### config.mk
export PLATFORM = sky130hd
export DESIGN_NAME = adc_temp_multi_conv
export DESIGN_NICKNAME = d
export VERILOG_FILES = /design/src/rtl/adc_temp_pkg.sv /design/src/rtl/adc_temp_lin.sv /design/src/rtl/adc_temp_multi_conv.sv
export SDC_FILE = /design/constraint.sdc
export NUM_CORES = 1
export LEC_CHECK = 0
export ABC_AREA = 0
export BUFFER_PORTS_ARGS = -buffer_cell sky130_fd_sc_hd__buf_4
export CAP_MARGIN = 20
export CORE_ASPECT_RATIO = 0.6
export CORE_MARGIN = 8
export CORE_UTILIZATION = 30
export CTS_CLUSTER_DIAMETER = 150
export CTS_CLUSTER_SIZE = 10
export DETAILED_ROUTE_END_ITERATION = 8
export PLACE_DENSITY = 0.44
export SYNTH_ARGS = -nofsm -noshare
export SYNTH_HDL_FRONTEND = slang
export SYNTH_SLANG_ARGS = --single-unit
export TNS_END_PERCENT = 20
### constraint.sdc
create_clock -name clk -period 8.2 [get_ports clk]
set_clock_uncertainty 0.2 [all_clocks]
set_input_delay 0.41 -clock clk [delete_from_list [all_inputs] [get_ports clk]]
set_output_delay 0.41 -clock clk [all_outputs]
set_load 0.03 [all_outputs]
### src/rtl/adc_temp_pkg.sv
// Shared widths, calibration constants and the output clamp for the thermistor converter.
package adc_temp_pkg;

  localparam int unsigned NUM_CH      = 4;
  localparam int unsigned ADC_W       = 12;
  localparam int unsigned AVG_LOG2    = 2;
  localparam int unsigned TEMP_W      = 12;
  localparam int unsigned CH_W        = (NUM_CH > 1) ? $clog2(NUM_CH) : 1;
  localparam int unsigned D_W         = ADC_W + 1;
  localparam int unsigned P_W         = D_W + 10;
  localparam int unsigned SLOPE_SHIFT = 8;

  localparam int ZERO_CODE  = 2670;
  localparam int SLOPE_NUM  = 154;
  localparam int FAULT_CODE = 2000;
  localparam int TEMP_MIN   = -400;
  localparam int TEMP_MAX   = 800;

  typedef logic signed [TEMP_W-1:0] temp_t;

  // Saturate a scaled product to the reportable temperature range.
  function automatic temp_t clamp_temp(input logic signed [P_W-1:0] v);
    logic signed [P_W-1:0] lo;
    logic signed [P_W-1:0] hi;
    lo = P_W'(TEMP_MIN);
    hi = P_W'(TEMP_MAX);
    if (v > hi) return TEMP_W'(TEMP_MAX);
    if (v < lo) return TEMP_W'(TEMP_MIN);
    return TEMP_W'(v);
  endfunction

endpackage

### src/rtl/adc_temp_lin.sv
// Two-stage linearisation: offset removal, then scale/shift/clamp with fault override.
module adc_temp_lin
  import adc_temp_pkg::*;
(
  input  logic             clk,
  input  logic             rst,
  input  logic             adv,
  input  logic             in_valid,
  input  logic [ADC_W-1:0] in_avg,
  input  logic             in_flt,
  input  logic [CH_W-1:0]  in_ch,
  output logic             out_valid,
  output logic [CH_W-1:0]  out_ch,
  output temp_t            out_temp,
  output logic             out_fault
);

  localparam logic signed [D_W-1:0] ZERO_S  = D_W'(ZERO_CODE);
  localparam logic signed [P_W-1:0] SLOPE_S = P_W'(SLOPE_NUM);

  logic                  v1_q, v1_d;
  logic signed [D_W-1:0] d1_q, d1_d;
  logic                  f1_q, f1_d;
  logic [CH_W-1:0]       c1_q, c1_d;
  logic                  ov_q, ov_d;
  logic [CH_W-1:0]       oc_q, oc_d;
  temp_t                 ot_q, ot_d;
  logic                  of_q, of_d;
  logic signed [P_W-1:0] prod;
  logic signed [P_W-1:0] scaled;

  always_comb begin
    v1_d   = v1_q;
    d1_d   = d1_q;
    f1_d   = f1_q;
    c1_d   = c1_q;
    ov_d   = ov_q;
    oc_d   = oc_q;
    ot_d   = ot_q;
    of_d   = of_q;
    prod   = P_W'(d1_q) * SLOPE_S;
    scaled = prod >>> SLOPE_SHIFT;
    // Whole pipeline moves together; a stalled output freezes both stages.
    if (adv) begin
      v1_d = in_valid;
      if (in_valid) begin
        d1_d = signed'({1'b0, in_avg}) - ZERO_S;
        f1_d = in_flt;
        c1_d = in_ch;
      end
      ov_d = v1_q;
      if (v1_q) begin
        oc_d = c1_q;
        ot_d = f1_q ? temp_t'(0) : clamp_temp(scaled);
        of_d = f1_q;
      end
    end
  end

  always_ff @(posedge clk or posedge rst) begin
    if (rst) begin
      v1_q <= 1'b0;
      d1_q <= '0;
      f1_q <= 1'b0;
      c1_q <= '0;
      ov_q <= 1'b0;
      oc_q <= '0;
      ot_q <= '0;
      of_q <= 1'b0;
    end else begin
      v1_q <= v1_d;
      d1_q <= d1_d;
      f1_q <= f1_d;
      c1_q <= c1_d;
      ov_q <= ov_d;
      oc_q <= oc_d;
      ot_q <= ot_d;
      of_q <= of_d;
    end
  end

  assign out_valid = ov_q;
  assign out_ch    = oc_q;
  assign out_temp  = ot_q;
  assign out_fault = of_q;

endmodule

### src/rtl/adc_temp_multi_conv.sv
// Per-channel window averaging of tagged ADC samples feeding the linearisation pipeline.
// Optional per-channel threshold alarms are built when TEMP_ALARM_EN is defined.
module adc_temp_multi_conv
  import adc_temp_pkg::*;
(
  input  logic              clk,
  input  logic              rst,
  input  logic              s_valid,
  output logic              s_ready,
  input  logic [CH_W-1:0]   s_ch,
  input  logic [ADC_W-1:0]  s_code,
  output logic              m_valid,
  input  logic              m_ready,
  output logic [CH_W-1:0]   m_ch,
  output temp_t             m_temp,
  output logic              m_fault,
  input  temp_t             thr_hi,
  input  temp_t             thr_lo,
  output logic [NUM_CH-1:0] alarm_hi,
  output logic [NUM_CH-1:0] alarm_lo
);

  localparam int unsigned    ACC_W    = ADC_W + AVG_LOG2;
  localparam int unsigned    CNT_W    = (AVG_LOG2 > 0) ? AVG_LOG2 : 1;
  localparam logic [CNT_W-1:0] CNT_LAST = CNT_W'((1 << AVG_LOG2) - 1);

  logic [ACC_W-1:0]  acc_q [NUM_CH];
  logic [ACC_W-1:0]  acc_d [NUM_CH];
  logic [CNT_W-1:0]  cnt_q [NUM_CH];
  logic [CNT_W-1:0]  cnt_d [NUM_CH];
  logic [NUM_CH-1:0] flt_q, flt_d;
  logic              adv;
  logic              ch_ok;
  logic [ACC_W-1:0]  sum;
  logic              samp_flt;
  logic              win_done;
  logic [ADC_W-1:0]  win_avg;
  logic              win_flt;

  assign adv     = !m_valid | m_ready;
  assign s_ready = adv;

  // Tags beyond the channel count are consumed but never accumulated.
  generate
    if (NUM_CH == (1 << CH_W)) begin : g_ch_full
      assign ch_ok = 1'b1;
    end else begin : g_ch_part
      assign ch_ok = ({1'b0, s_ch} < (CH_W + 1)'(NUM_CH));
    end
  endgenerate

  always_comb begin
    acc_d    = acc_q;
    cnt_d    = cnt_q;
    flt_d    = flt_q;
    win_done = 1'b0;
    win_avg  = '0;
    win_flt  = 1'b0;
    sum      = acc_q[s_ch] + ACC_W'(s_code);
    samp_flt = (s_code < ADC_W'(FAULT_CODE));
    if (s_valid && adv && ch_ok) begin
      if (cnt_q[s_ch] == CNT_LAST) begin
        win_done      = 1'b1;
        win_avg       = ADC_W'(sum >> AVG_LOG2);
        win_flt       = flt_q[s_ch] | samp_flt;
        acc_d[s_ch]   = '0;
        cnt_d[s_ch]   = '0;
        flt_d[s_ch]   = 1'b0;
      end else begin
        acc_d[s_ch]   = sum;
        cnt_d[s_ch]   = cnt_q[s_ch] + CNT_W'(1);
        flt_d[s_ch]   = flt_q[s_ch] | samp_flt;
      end
    end
  end

  always_ff @(posedge clk or posedge rst) begin
    if (rst) begin
      for (int i = 0; i < NUM_CH; i++) begin
        acc_q[i] <= '0;
        cnt_q[i] <= '0;
      end
      flt_q <= '0;
    end else begin
      acc_q <= acc_d;
      cnt_q <= cnt_d;
      flt_q <= flt_d;
    end
  end

  adc_temp_lin u_lin (
    .clk       (clk),
    .rst       (rst),
    .adv       (adv),
    .in_valid  (win_done),
    .in_avg    (win_avg),
    .in_flt    (win_flt),
    .in_ch     (s_ch),
    .out_valid (m_valid),
    .out_ch    (m_ch),
    .out_temp  (m_temp),
    .out_fault (m_fault)
  );

`ifdef TEMP_ALARM_EN
  logic [NUM_CH-1:0] alarm_hi_q, alarm_hi_d;
  logic [NUM_CH-1:0] alarm_lo_q, alarm_lo_d;

  // Flags refresh only when their channel's result is actually transferred.
  always_comb begin
    alarm_hi_d = alarm_hi_q;
    alarm_lo_d = alarm_lo_q;
    if (m_valid && m_ready) begin
      alarm_hi_d[m_ch] = !m_fault && (m_temp > thr_hi);
      alarm_lo_d[m_ch] = !m_fault && (m_temp < thr_lo);
    end
  end

  always_ff @(posedge clk or posedge rst) begin
    if (rst) begin
      alarm_hi_q <= '0;
      alarm_lo_q <= '0;
    end else begin
      alarm_hi_q <= alarm_hi_d;
      alarm_lo_q <= alarm_lo_d;
    end
  end

  assign alarm_hi = alarm_hi_q;
  assign alarm_lo = alarm_lo_q;
`else
  logic unused_thr;
  assign unused_thr = ^{thr_hi, thr_lo};
  assign alarm_hi   = '0;
  assign alarm_lo   = '0;
`endif

endmodule

; Word level (Yosys, flattened, before mapping)
; Index checks and enable logic that the tools add are counted.
[classes]
eq_ne = 1
n_addsub = 3
mul = 1
bitwise = 9
order_cmp = 7
muxes = 38
n_reduce_logical = 6
[ops]
columns = op, count
row1 = two-way mux 12 bit, 7
row2 = bitwise AND 56 bit, 1
row3 = bitwise mux 56 bit, 1
row4 = two-way mux 56 bit, 1
row5 = inverter 56 bit, 1
row6 = two-way mux 14 bit, 3
row7 = binary-select mux 14 bit (select 2 bit), 1
row8 = demux 14 bit (select 2 bit), 1
row9 = multiplier 13 x 8 -> 21 bit (second input constant), 1
row10 = adder 14 x 12 -> 14 bit, 1
row11 = > comparator 14 x 11 -> 1 bit (second input constant), 1
row12 = < comparator 14 x 10 -> 1 bit (second input constant), 1
row13 = two-way mux 1 bit, 13
row14 = subtractor 12 x 12 -> 13 bit (second input constant), 1
row15 = < comparator 12 x 11 -> 1 bit (second input constant), 1
row16 = bitwise AND 8 bit, 1
row17 = bitwise mux 8 bit, 1
row18 = two-way mux 8 bit, 1
row19 = inverter 8 bit, 1
row20 = two-way mux 2 bit, 3
row21 = bitwise AND 4 bit, 1
row22 = binary-select mux 2 bit (select 2 bit), 1
row23 = bitwise mux 4 bit, 1
row24 = demux 2 bit (select 2 bit), 1
row25 = other kinds (15), 19
[word_totals]
inputBits = 42
out_inout_bits = 25
elab_cells = 82
register_bits = 101

; Longest topological paths before layout
; Gate-level depths: netlist of run 1.
[depth]
depth_word = 11
mapped_depth = 18

; Modules after synthesis
; Synthesis of run 1 repeated with hierarchy kept, for this count alone.
[hier_totals]
cells_unflattened = 725
hier_area_um2 = 7209.4
[by_module_without_submodules]
columns = module, instances, area_each_um2, cells_each
row1 = adc_temp_multi_conv, 1, 3734.8, 342
row2 = adc_temp_lin, 1, 3474.6, 383

; Worst setup path before layout of run 1
; OpenSTA, ideal clock, no wires.
[synth_timing]
path_type = flip-flop to flip-flop
startpoint = reg u_lin.d1_q[8]
endpoint = reg u_lin.ot_q[4] (netlist: u_lin.out_temp[4])
stages_incl_launch_ff = 17
synth_period_minus_slack_ns = 4.685
required_time_ns = 7.881
slack_ns = 3.515
t_arrival_ns = 4.366
n_path_buf = 1
cell_sequence = dfrtp_1 > ha_1 > ha_1 > fa_1 > inv_1 > fa_1 > inv_1 > ha_1 > buf_2 > a21oi_2 > o221ai_1 > or3_1 > o211ai_2 > xnor2_1 > o2111ai_4 > a41oi_1 > a21bo_1
[synth_via]
elab_chain_cells = 9
elab_cells_between_ends = 14
classes_between = 1 x mul / 2 x order compare / 11 x mux
[synth_rtl]
columns = element, line
row1 = from (decl), adc_temp_lin.sv:22  ; logic signed [D_W-1:0] d1_q, d1_d;
row2 = from (signal assigned), adc_temp_lin.sv:63  ; d1_q <= '0;
row3 = from (signal assigned), adc_temp_lin.sv:72  ; d1_q <= d1_d;
row4 = multiplier 13 x 8 -> 21 bit *, adc_temp_lin.sv:41  ; prod = P_W'(d1_q) * SLOPE_S;
row5 = < comparator 14 x 10 -> 1 bit, adc_temp_pkg.sv:28  ; if (v < lo) return TEMP_W'(TEMP_MIN);
row6 = two-way mux 1 bit (2 in a row), adc_temp_pkg.sv:28
row7 = two-way mux 1 bit, adc_temp_lin.sv:52  ; if (v1_q) begin
row8 = two-way mux 1 bit, adc_temp_lin.sv:44  ; if (adv) begin
row9 = two-way mux 12 bit, adc_temp_pkg.sv:29  ; return TEMP_W'(v);
row10 = two-way mux 12 bit *, adc_temp_pkg.sv:28
row11 = two-way mux 12 bit *, adc_temp_lin.sv:54  ; ot_d = f1_q ? temp_t'(0) : clamp_temp(scaled);
row12 = to (signal assigned), adc_temp_lin.sv:77  ; ot_q <= ot_d;
row13 = to (decl), adc_temp_lin.sv:27  ; temp_t ot_q, ot_d;
; Mark *: on every way between the ends. The rest lies on a longest branch, timed or not. The select of a mux whose other input is x is not followed.
; A chain may end at the register's enable or synchronous reset.

; Worst setup path in the final report of run 1
[layout_timing]
startpoint = reg u_lin.d1_q[4]
endpoint = reg u_lin.ot_q[4] (netlist: u_lin.out_temp[4])
; The elaborated chain is that of the path after synthesis.

==> flow_summary.toml, run 1 <==
[floorplanning]
num_io_pins = 67
die_area_um2 = 29500
chipWidth_um = 216
chipHeight_um = 136
core-area_um2 = 23900
floorplan.initialDensity_pct = 30.2
row_count = 44

[cells_and_area]
final_cells = 1090
antennaDiodeCount = 0
nNetsFinal = 892
drive_above_1_share_pct = 14.8
syn2layout_area_growth_pct = 11.8

[worst_setup_path]
reg2reg_to = "u_lin.out_temp[4]$_DFFE_PP0P_"
crit_type = "reg2reg"
cp_max_fo = 7
startpoint_type = "register"
r2r_slack_ns = 2.86
rr_worst_depth = 15
worstPathArrival_ns = 5.39
required_ns = 8.25
rr_startpoint = "u_lin.d1_q[4]$_DFFE_PP0P_"
end_kind = "register"

[routing]
drc = 0
top_layer = "met4"
antenna_left = 0
via_per_inst = 5.04
first_iter_violations = 310
wl_met3_um = 737
wl_met2_um = 7610
drt_wl_total_um = 18000
wl_per_cell_um = 16.5
dr.pass1.iters = 5
wl_met1_um = 9450
vias = 5493

[yosys]
synth_area_um2 = 7230
yosys_most_used_dff = "dfrtp_1"
yosysWarnings = 0
synthArstFlopShare_pct = 100
synth_top_cell_by_area = "dfrtp_1"
synth_edf_count = 0
synth.top_cell.area_share_pct = 35.0
synthDistinctLibCells = 76
seq_area_frac_synth_pct = 35.0
netlist_instances = 740
syn_avg_cell_area_um2 = 9.77
ys_top_cells_by_area = "dfrtp_1 35%, ha_1 11%, fa_1 6.1%"
synth_seq_cells = 101

[global_route]
grt_pass1_vias = 5173
grtUsageTotal_pct = 12.2
grt_max_degree = 66
grt_overflow_total = 0
grt_pass1_wl_um = 28600
antenna_found_initial = 0

[cts]
ctsLongestPathBuffers = 2
cts_tree = "yes"
numClockSinks = 101
post_cts_buffers = 0
h-tree-depth = 3
root_buffer = "clkbuf_16"
cts_buffers = 9
cts.clk_slew.worst_paths_ns = 0.07
clk_latency_ns = 0.36

[worst_hold_path]
hold_class = "in2reg"
holdPathStages = 3
holdCritStartpoint = "s_ch[1]"
holdPathEnd = "u_lin.c1_q[1]$_DFFE_PP0P_"

[place]
io_buffers = 34
globalplace.congestion = 0.801
dp_hpwl_um = 13400
dp.cells = 1073

[status]
status = "finished clean"

[timing]
hold_violations = 0
fin_crit_ns = 5.34
fmax_ghz = 0.187
worst-slew-pin-transition_ns = 0.880
finalCritPeriodShare_pct = 65.2
rsz0062_at_grt = "false"
finalSetupTns_ns = 0
max-slew-margin-rel_pct = 41.3
setup_viol = 0
slew_violations = 0

[run]
max-cap-violations = 0
==> kinds of logic after synthesis <==
logic type,count (synthesis),share of synthesized area (%)
muxes,36,8.22
and+or+nand+nor,218,14.0
buffers and inverters,102,5.76
adders and majority gates,87,17.3
DFF,101,35.0
other,1,0.0519
xor gates and xnor gates,19,2.30
AOI/OAI and AO/OA,176,17.4
==> per-stage QoR <==
step | setup slack (ns) | hold WS (ns) | cell area [µm²] | utilization [%]
floorplan | 3.51 | 0.242 | 7260 | -
global route | 2.67 | 0.271 | 8090 | 33.8
detailed placement | 2.98 | 0.261 | 7800 | 32.6
CTS | 2.96 | 0.249 | 8090 | 33.8
finish | 2.86 | 0.261 | 8090 | 33.8
global placement | 3.02 | 0.254 | 7800 | 32.6
==> registers in the layout, indices dropped and copies added, names as in the netlist <==
| name | flops |
|---|---|
| cnt_q | 8 |
| u_lin.f1_q | 1 |
| acc_q | 56 |
| u_lin.v1_q | 1 |
| flt_q | 4 |
| u_lin.d1_q | 13 |
| u_lin.out_ch | 2 |
| u_lin.out_temp | 12 |
| u_lin.c1_q | 2 |
| u_lin.out_valid | 1 |
| u_lin.out_fault | 1 |
==> synth_stat cells (5+ instances only) <==
| cell type | count |
|---|---|
| ha_1 | 65 |
| o31ai_1 | 17 |
| nor3_1 | 11 |
| xor2_1 | 7 |
| xnor2_1 | 12 |
| buf_4 | 8 |
| mux2_2 | 17 |
| clkbuf_1 | 24 |
| o22ai_1 | 6 |
| a31oi_1 | 6 |
| o21ai_0 | 57 |
| o21a_1 | 5 |
| and2_1 | 5 |
| nand2b_1 | 10 |
| a21o_1 | 12 |
| nor2_1 | 35 |
| nand2_1 | 104 |
| a21oi_1 | 19 |
| fa_1 | 22 |
| nand4_1 | 12 |
| inv_1 | 65 |
| mux4_2 | 17 |
| nand3_1 | 9 |
| dfrtp_1 | 101 |
| or3_1 | 6 |
| and3_1 | 6 |
==> worst max-delay path, stage by stage (launching register included) <==
cell and delay, ns:
dfrtp_1 0.46, ha_1 0.33, ha_1 0.28, inv_1 0.05
fa_1 0.50, fa_1 0.55, inv_1 0.04, ha_1 0.37
and3_1 0.19, a221oi_1 0.73, nor3_2 0.19, o211ai_2 0.31
xnor2_1 0.30, o2111ai_4 0.26, and3_1 0.29, a21bo_1 0.21
==> worst max-delay path by stage <==
stage,start,end,slack (ns)
after floorplan,u_lin.d1_q[8]$_DFFE_PP0P_,u_lin.out_temp[4]$_DFFE_PP0P_,3.51
after global placement,u_lin.d1_q[6]$_DFFE_PP0P_,u_lin.out_temp[4]$_DFFE_PP0P_,3.02
after detailed placement,u_lin.d1_q[4]$_DFFE_PP0P_,u_lin.out_temp[4]$_DFFE_PP0P_,2.98
final,u_lin.d1_q[4]$_DFFE_PP0P_,u_lin.out_temp[4]$_DFFE_PP0P_,2.86
after CTS,u_lin.d1_q[4]$_DFFE_PP0P_,u_lin.out_temp[4]$_DFFE_PP0P_,2.96
after global routing,u_lin.d1_q[4]$_DFFE_PP0P_,u_lin.out_temp[4]$_DFFE_PP0P_,2.67
==> area by class of cell <==
type / instances / area (µm²)
multi-input combinational: 544 / 4310
fill: 2482 / 15900
inverter: 65 / 246
sequential: 101 / 2530
timing repair buffer: 42 / 318
clock inverter: 5 / 36.3
tap: 322 / 403
clock buffer: 11 / 243
==> cells in the final DEF, fill, tap and decap left out, types with 4 or more instances in the layout <==
master / count
a21o_1: 12
a21oi_1: 19
a31oi_1: 6
and2_1: 5
and3_1: 6
buf_4: 41
clkbuf_16: 9
conb_1: 8
dfrtp_1: 101
fa_1: 22
ha_1: 65
inv_1: 64
mux2_2: 17
mux4_2: 17
nand2_1: 104
nand2b_1: 10
nand3_1: 9
nand4_1: 12
nor2_1: 35
nor2b_1: 4
nor3_1: 11
o21a_1: 5
o21ai_0: 57
o21ai_1: 4
o22ai_1: 6
o31ai_1: 17
or3_1: 6
xnor2_1: 12
xor2_1: 7
==> what timing repair did <==
item,CTS,global route
hold endpoints to repair,36,0
resized for setup,0,0
setup endpoints to repair,0,0
hold buffers,1,0
==> per-layer routing <==
layer,track usage [%],vias up
met4,2.84,0
li1,-,2661
met1,18.2,2743
met3,2.89,10
met2,17.5,79
met5,0,-
Power of run 1 is left out: the tool's default activity adds up to more than one toggle a clock period on the data nets, which glitch-free logic cannot reach.
==> run 2, diff against run 1 <==
--- a/config.mk
+++ b/config.mk
@@ -5,7 +5,7 @@
 export SDC_FILE = /design/constraint.sdc
 export NUM_CORES = 1
 export LEC_CHECK = 0
-export ABC_AREA = 0
+export ABC_AREA = 1
 export BUFFER_PORTS_ARGS = -buffer_cell sky130_fd_sc_hd__buf_4
 export CAP_MARGIN = 20
 export CORE_ASPECT_RATIO = 0.6
@@ -14,7 +14,7 @@
 export CTS_CLUSTER_DIAMETER = 150
 export CTS_CLUSTER_SIZE = 10
 export DETAILED_ROUTE_END_ITERATION = 8
-export PLACE_DENSITY = 0.44
+export PLACE_DENSITY = 0.45
 export SYNTH_ARGS = -nofsm -noshare
 export SYNTH_HDL_FRONTEND = slang
 export SYNTH_SLANG_ARGS = --single-unit
==> constraint.sdc (replaced) <==
create_clock -name clk -period 4.6 [get_ports clk]
set_clock_uncertainty 0.2 [all_clocks]
set_input_delay 0.23 -clock clk [delete_from_list [all_inputs] [get_ports clk]]
set_output_delay 0.23 -clock clk [all_outputs]
set_load 0.03 [all_outputs]
==> run 2 against run 1 <==
Maximum frequency grew 25%. Highest routed layer unchanged. Design area grew 7.1%. Final cell count grew 27%. Synthesized area grew 4.3%. Sequential share of layout area shrank 2.0 points.
==> flow_summary.toml, run 2 <==
[yosys]
synth_edf_count = 0
synthDistinctLibCells = 47
seq_area_frac_synth_pct = 33.5
synth_seq_cells = 101
netlist_instances = 1003
syn_avg_cell_area_um2 = 7.52
synth.top_cells.by_count = "302 x nand2_1, 151 x inv_1, 101 x dfrtp_1"
synth_top_cell_by_area = "dfrtp_1"
synthMostInstantiatedCell = "nand2_1"
yosysWarnings = 0
synth_area_um2 = 7540
ys_top_cells_by_area = "dfrtp_1 34%, nand2_1 15%, ha_1 11%"
synthArstFlopShare_pct = 100
yosys_most_used_dff = "dfrtp_1"
synth.top_cell.area_share_pct = 33.5

[cts]
h-tree-depth = 3
cts_tree = "yes"
numClockSinks = 101
root_buffer = "clkbuf_16"
ctsLongestPathBuffers = 2
clk_latency_ns = 0.37
cts.clk_slew.worst_paths_ns = 0.08
cts_buffers = 9

[cells_and_area]
largest_reg_flops = 56
final_area_um2 = 8660
nNetsFinal = 1180
final_cell_mix = "300 x nand2_1, 150 x inv_1, 95 x dfrtp_1"
antennaDiodeCount = 0
syn2layout_area_growth_pct = 14.9
drive_above_1_share_pct = 13.5
final_common_cell = "nand2_1"
top_register = "acc_q"

[floorplanning]
row_count = 45
core-area_um2 = 25000
floorplan.initialDensity_pct = 30.2
chipHeight_um = 139
die_area_um2 = 30600
num_io_pins = 67
chipWidth_um = 221

[routing]
first_iter_violations = 447
dr.pass1.iters = 5
vias = 6391
drc = 0
wl_per_cell_um = 15.6
via_per_inst = 4.61
drt_wl_total_um = 21600
antenna_left = 0

[place]
placed_area_um2 = 8230
io_buffers = 34
dp_hpwl_um = 17000
globalplace.congestion = 0.860

[status]
status = "finished clean"

[worst_setup_path]
startpoint_type = "register"
end_kind = "register"
worstPathArrival_ns = 4.32
required_ns = 4.66
crit_type = "reg2reg"
cp_max_fo = 9
r2r_slack_ns = 0.34

[timing]
finalSetupTns_ns = 0
finalCritPeriodShare_pct = 92.7
fin_crit_ns = 4.26
hold_ws_ns = 0.185
max-slew-margin-rel_pct = 37.6
hold_violations = 0
fmax_ghz = 0.235
setup_viol = 0
worst-slew-pin-transition_ns = 0.936
rsz0062_at_grt = "false"
slew_violations = 0

[global_route]
antenna_found_initial = 0
grt_max_degree = 73
grtUsageTotal_pct = 14.6
grt_pass1_wl_um = 34400
grt_overflow_total = 0
grt_pass1_vias = 5822

[run]
max-cap-violations = 0

[worst_hold_path]
hold_class = "in2reg"
## run 2: changes by cell type in the layout (fill, tap and decap cells not counted), sizes merged, moves of 9 or more
cell	change
a21oi	+15
mux2	-17
a22oi	+17
nand3	+50
buf	+13
inv	+98
nand2b	-10
nor2	+37
a21o	-10
nor3	-9
mux4	-17
nand2	+217
o31ai	-16
## run 2: layout make-up
type | count | area [µm²]
multi-input combinational | 721 | 4350
tap | 329 | 412
fill | 2747 | 16300
sequential | 101 | 2530
clock inverter | 6 | 76.3
timing repair buffer | 58 | 445
inverter | 160 | 606
clock buffer | 10 | 239
## run 2: timing repair
action	CTS	global route
buffers inserted	0	2
hold buffers	4	0
endpoints found under the setup margin	0	10
resized for setup	0	24
hold endpoints to repair	75	0
## run 2: cell families (layout without fill, tap and decap cells)
logic type,after synthesis,after routing,share of synthesized area [%]
buffers and inverters,188,234,9.90
flip-flops,101,101,33.5
other,1,8,0.0497
AO/OA/AOI/OAI,140,140,11.3
adder cells (fa/ha/maj),87,87,16.6
multiplexers,4,4,0.531
XOR/XNOR,6,6,0.796
AND/OR/NAND/NOR,476,476,27.3
## run 2: final timing paths
path / start / to / depth (start not counted)
max: u_lin.d1_q[7]$_DFFE_PP0P_ / u_lin.out_temp[5]$_DFFE_PP0P_ / 24
min: s_code[11] / u_lin.f1_q$_DFFE_PP0P_ / 4
max reg2reg: u_lin.d1_q[7]$_DFFE_PP0P_ / u_lin.out_temp[5]$_DFFE_PP0P_ / 24
min reg2reg: u_lin.v1_q$_DFFE_PP0N_ / u_lin.out_valid$_DFFE_PP0N_ / 2
max in group asynchronous: rst / acc_q[0]$_DFFE_PP0P_ / 4
min in group asynchronous: rst / u_lin.out_valid$_DFFE_PP0N_ / 3
## run 2: critical path, cell delays in order (launching register included)
cell and delay, ns:
dfrtp_2 0.47, ha_1 0.31, ha_1 0.30, fa_1 0.54
inv_1 0.05, fa_1 0.53, inv_1 0.05, ha_2 0.39
nand2_1 0.08, nand2_2 0.11, inv_2 0.03, nand2_1 0.11
inv_2 0.06, nand2_2 0.08, nand2_2 0.07, nand2_2 0.08
nand2_2 0.06, nand2_4 0.11, inv_4 0.08, nor2_4 0.10
nand2_2 0.07, nand2_4 0.10, nand2_1 0.07, nand2_1 0.06
nand2_1 0.05
## run 2: layer usage
layer / global-route usage, % / part of all wire [%]
met3: 3.40 / 6.0
met4: 2.20 / 0.65
met2: 16.8 / 34
met1: 25.4 / 59
met5: 0 / 0
## run 2: stage by stage
| stage | utilization (%) | setup WS, ns | instances |
|---|---|---|---|
| 2_1_floorplan | - | 0.569 | 1010 |
| 3_3_place_gp | 32.9 | 0.176 | 1363 |
| 3_5_place_dp | 32.9 | 0.184 | 1363 |
| 4_1_cts | 34.3 | 0.157 | 1383 |
| 5_1_grt | 34.7 | 0.00455 | 1385 |
| 6_report | 34.7 | 0.337 | 1385 |
Power of run 2 is left out for the same reason.
==> run 3, diff against run 2 <==
--- a/config.mk
+++ b/config.mk
@@ -14,7 +14,9 @@
 export CTS_CLUSTER_DIAMETER = 150
 export CTS_CLUSTER_SIZE = 10
 export DETAILED_ROUTE_END_ITERATION = 8
+export HOLD_SLACK_MARGIN = 0.02
 export PLACE_DENSITY = 0.45
+export REMOVE_ABC_BUFFERS = 1
 export SYNTH_ARGS = -nofsm -noshare
 export SYNTH_HDL_FRONTEND = slang
 export SYNTH_SLANG_ARGS = --single-unit
==> run 3 against run 2 <==
Utilization decreased by 0.17 points. Via count increased by 1.2%. First-iteration DRC count increased by 40%. Die area unchanged. Setup slack got worse by 0.0053 ns. Final cell count decreased by 0.22%.
==> flow_summary.toml, run 3 (same netlist as run 2, synthesis figures left out) <==
[status]
status = "finished clean"

[worst_setup_path]
cp_max_fo = 9
startpoint_type = "register"
worstPathArrival_ns = 4.33
end_kind = "register"
crit_type = "reg2reg"
required_ns = 4.66

[cts]
h-tree-depth = 3
ctsLongestPathBuffers = 2
numClockSinks = 101
cts.clk_slew.worst_paths_ns = 0.07
cts_tree = "yes"
clk_latency_ns = 0.37
root_buffer = "clkbuf_16"
cts_buffers = 9

[cells_and_area]
drive_above_1_share_pct = 12.8
antennaDiodeCount = 0
seq_area_um2 = 2530
multi_input_area_um2 = 4350
final_cells = 1382
nFillCells = 2705
nNetsFinal = 1180
largest_reg_flops = 56
final_common_cell = "nand2_1"
final_cell_mix = "298 x nand2_1, 150 x inv_1, 100 x dfrtp_1"
syn2layout_area_growth_pct = 14.3
top_register = "acc_q"

[floorplanning]
num_io_pins = 67
row_count = 45
chipHeight_um = 139
chipWidth_um = 221
die_area_um2 = 30600
floorplan.initialDensity_pct = 30.2
core-area_um2 = 25000

[timing]
worst-slew-pin-transition_ns = 0.847
fin_ws_ns = 0.332
slew_violations = 0
finalSetupTns_ns = 0
max-slew-margin-rel_pct = 43.5
fmax_ghz = 0.234
finalCritPeriodShare_pct = 92.8
setup_viol = 0
fin_crit_ns = 4.27
hold_violations = 0
rsz0062_at_grt = "false"

[place]
dp.cells = 1363
io_buffers = 34
place_ws_ns = 0.188
globalplace.congestion = 0.841
dp_hpwl_um = 16800

[run]
max-cap-violations = 0

[global_route]
grt_pass1_vias = 6003
grt_pass1_wl_um = 35300
antenna_found_initial = 0
grt_max_degree = 75
grtUsageTotal_pct = 14.8
grt_overflow_total = 0

[routing]
via_per_inst = 4.68
vias = 6470
drc = 0
first_iter_violations = 626
drt_wl_total_um = 21700
dr.pass1.iters = 5
antenna_left = 0
wl_per_cell_um = 15.7

[worst_hold_path]
hold_class = "in2reg"
==> run 3: timing repair <==
action	in CTS	in global routing
buffers inserted	0	1
endpoints found under the setup margin	0	10
resized for setup	0	19
hold buffers	4	0
hold endpoints to repair	77	0
==> run 3: layout make-up <==
| class | count | area share (%) |
|---|---|---|
| clock buffers | 9 | 2.61 |
| inverters | 160 | 7.02 |
| multi-input cells | 721 | 50.5 |
| repair buffers | 58 | 5.40 |
| flip-flops and latches | 101 | 29.3 |
| well taps | 329 | 4.77 |
| clock inverters | 4 | 0.392 |
==> run 3: per-layer routing <==
metal | track usage, % | wire length [µm] | vias up
met5 | 0 | 0 | -
met4 | 3.15 | 191 | 0
met3 | 3.27 | 1250 | 10
met2 | 17.2 | 7340 | 144
met1 | 25.5 | 13000 | 3033
li1 | - | - | 3283
==> run 3: final timing paths <==
path | start | endpoint | cells past startpoint | slack (ns)
min in group asynchronous | rst | u_lin.out_temp[10]$_DFFE_PP0P_ | 3 | 0.21
worst max register to register | u_lin.d1_q[9]$_DFFE_PP0P_ | u_lin.out_temp[5]$_DFFE_PP0P_ | 22 | 0.33
worst min-delay path | s_code[11] | u_lin.f1_q$_DFFE_PP0P_ | 4 | 0.18
worst min register to register | u_lin.v1_q$_DFFE_PP0N_ | u_lin.out_valid$_DFFE_PP0N_ | 2 | 0.26
worst max-delay path | u_lin.d1_q[9]$_DFFE_PP0P_ | u_lin.out_temp[5]$_DFFE_PP0P_ | 22 | 0.33
max in group asynchronous | rst | acc_q[32]$_DFFE_PP0P_ | 4 | 3.27
==> run 3: critical path, cell delays in order (launching register included) <==
cell and delay (ns):
dfrtp_1 0.45, ha_1 0.33, ha_1 0.30, fa_1 0.53
inv_1 0.06, fa_1 0.54, inv_1 0.04, ha_2 0.39
nand2_1 0.07, nand2_1 0.16, a21oi_2 0.10, nor2_1 0.19
nor2_4 0.05, nand2_2 0.08, nand2_2 0.06, nand2_4 0.11
inv_4 0.07, nor2_4 0.10, nand2_2 0.07, nand2_4 0.10
nand2_1 0.07, nand2_1 0.06, nand2_1 0.05
==> run 3: stage by stage <==
stage          cell area [µm²]  utilization, %  hold slack (ns)
2_1_floorplan             7420               -            0.151
3_3_place_gp              8230            32.9            0.248
3_5_place_dp              8230            32.9            0.248
4_1_cts                   8530            34.1            0.160
5_1_grt                   8620            34.5            0.214
6_report                  8620            34.5            0.179
Power of run 3 is left out for the same reason.
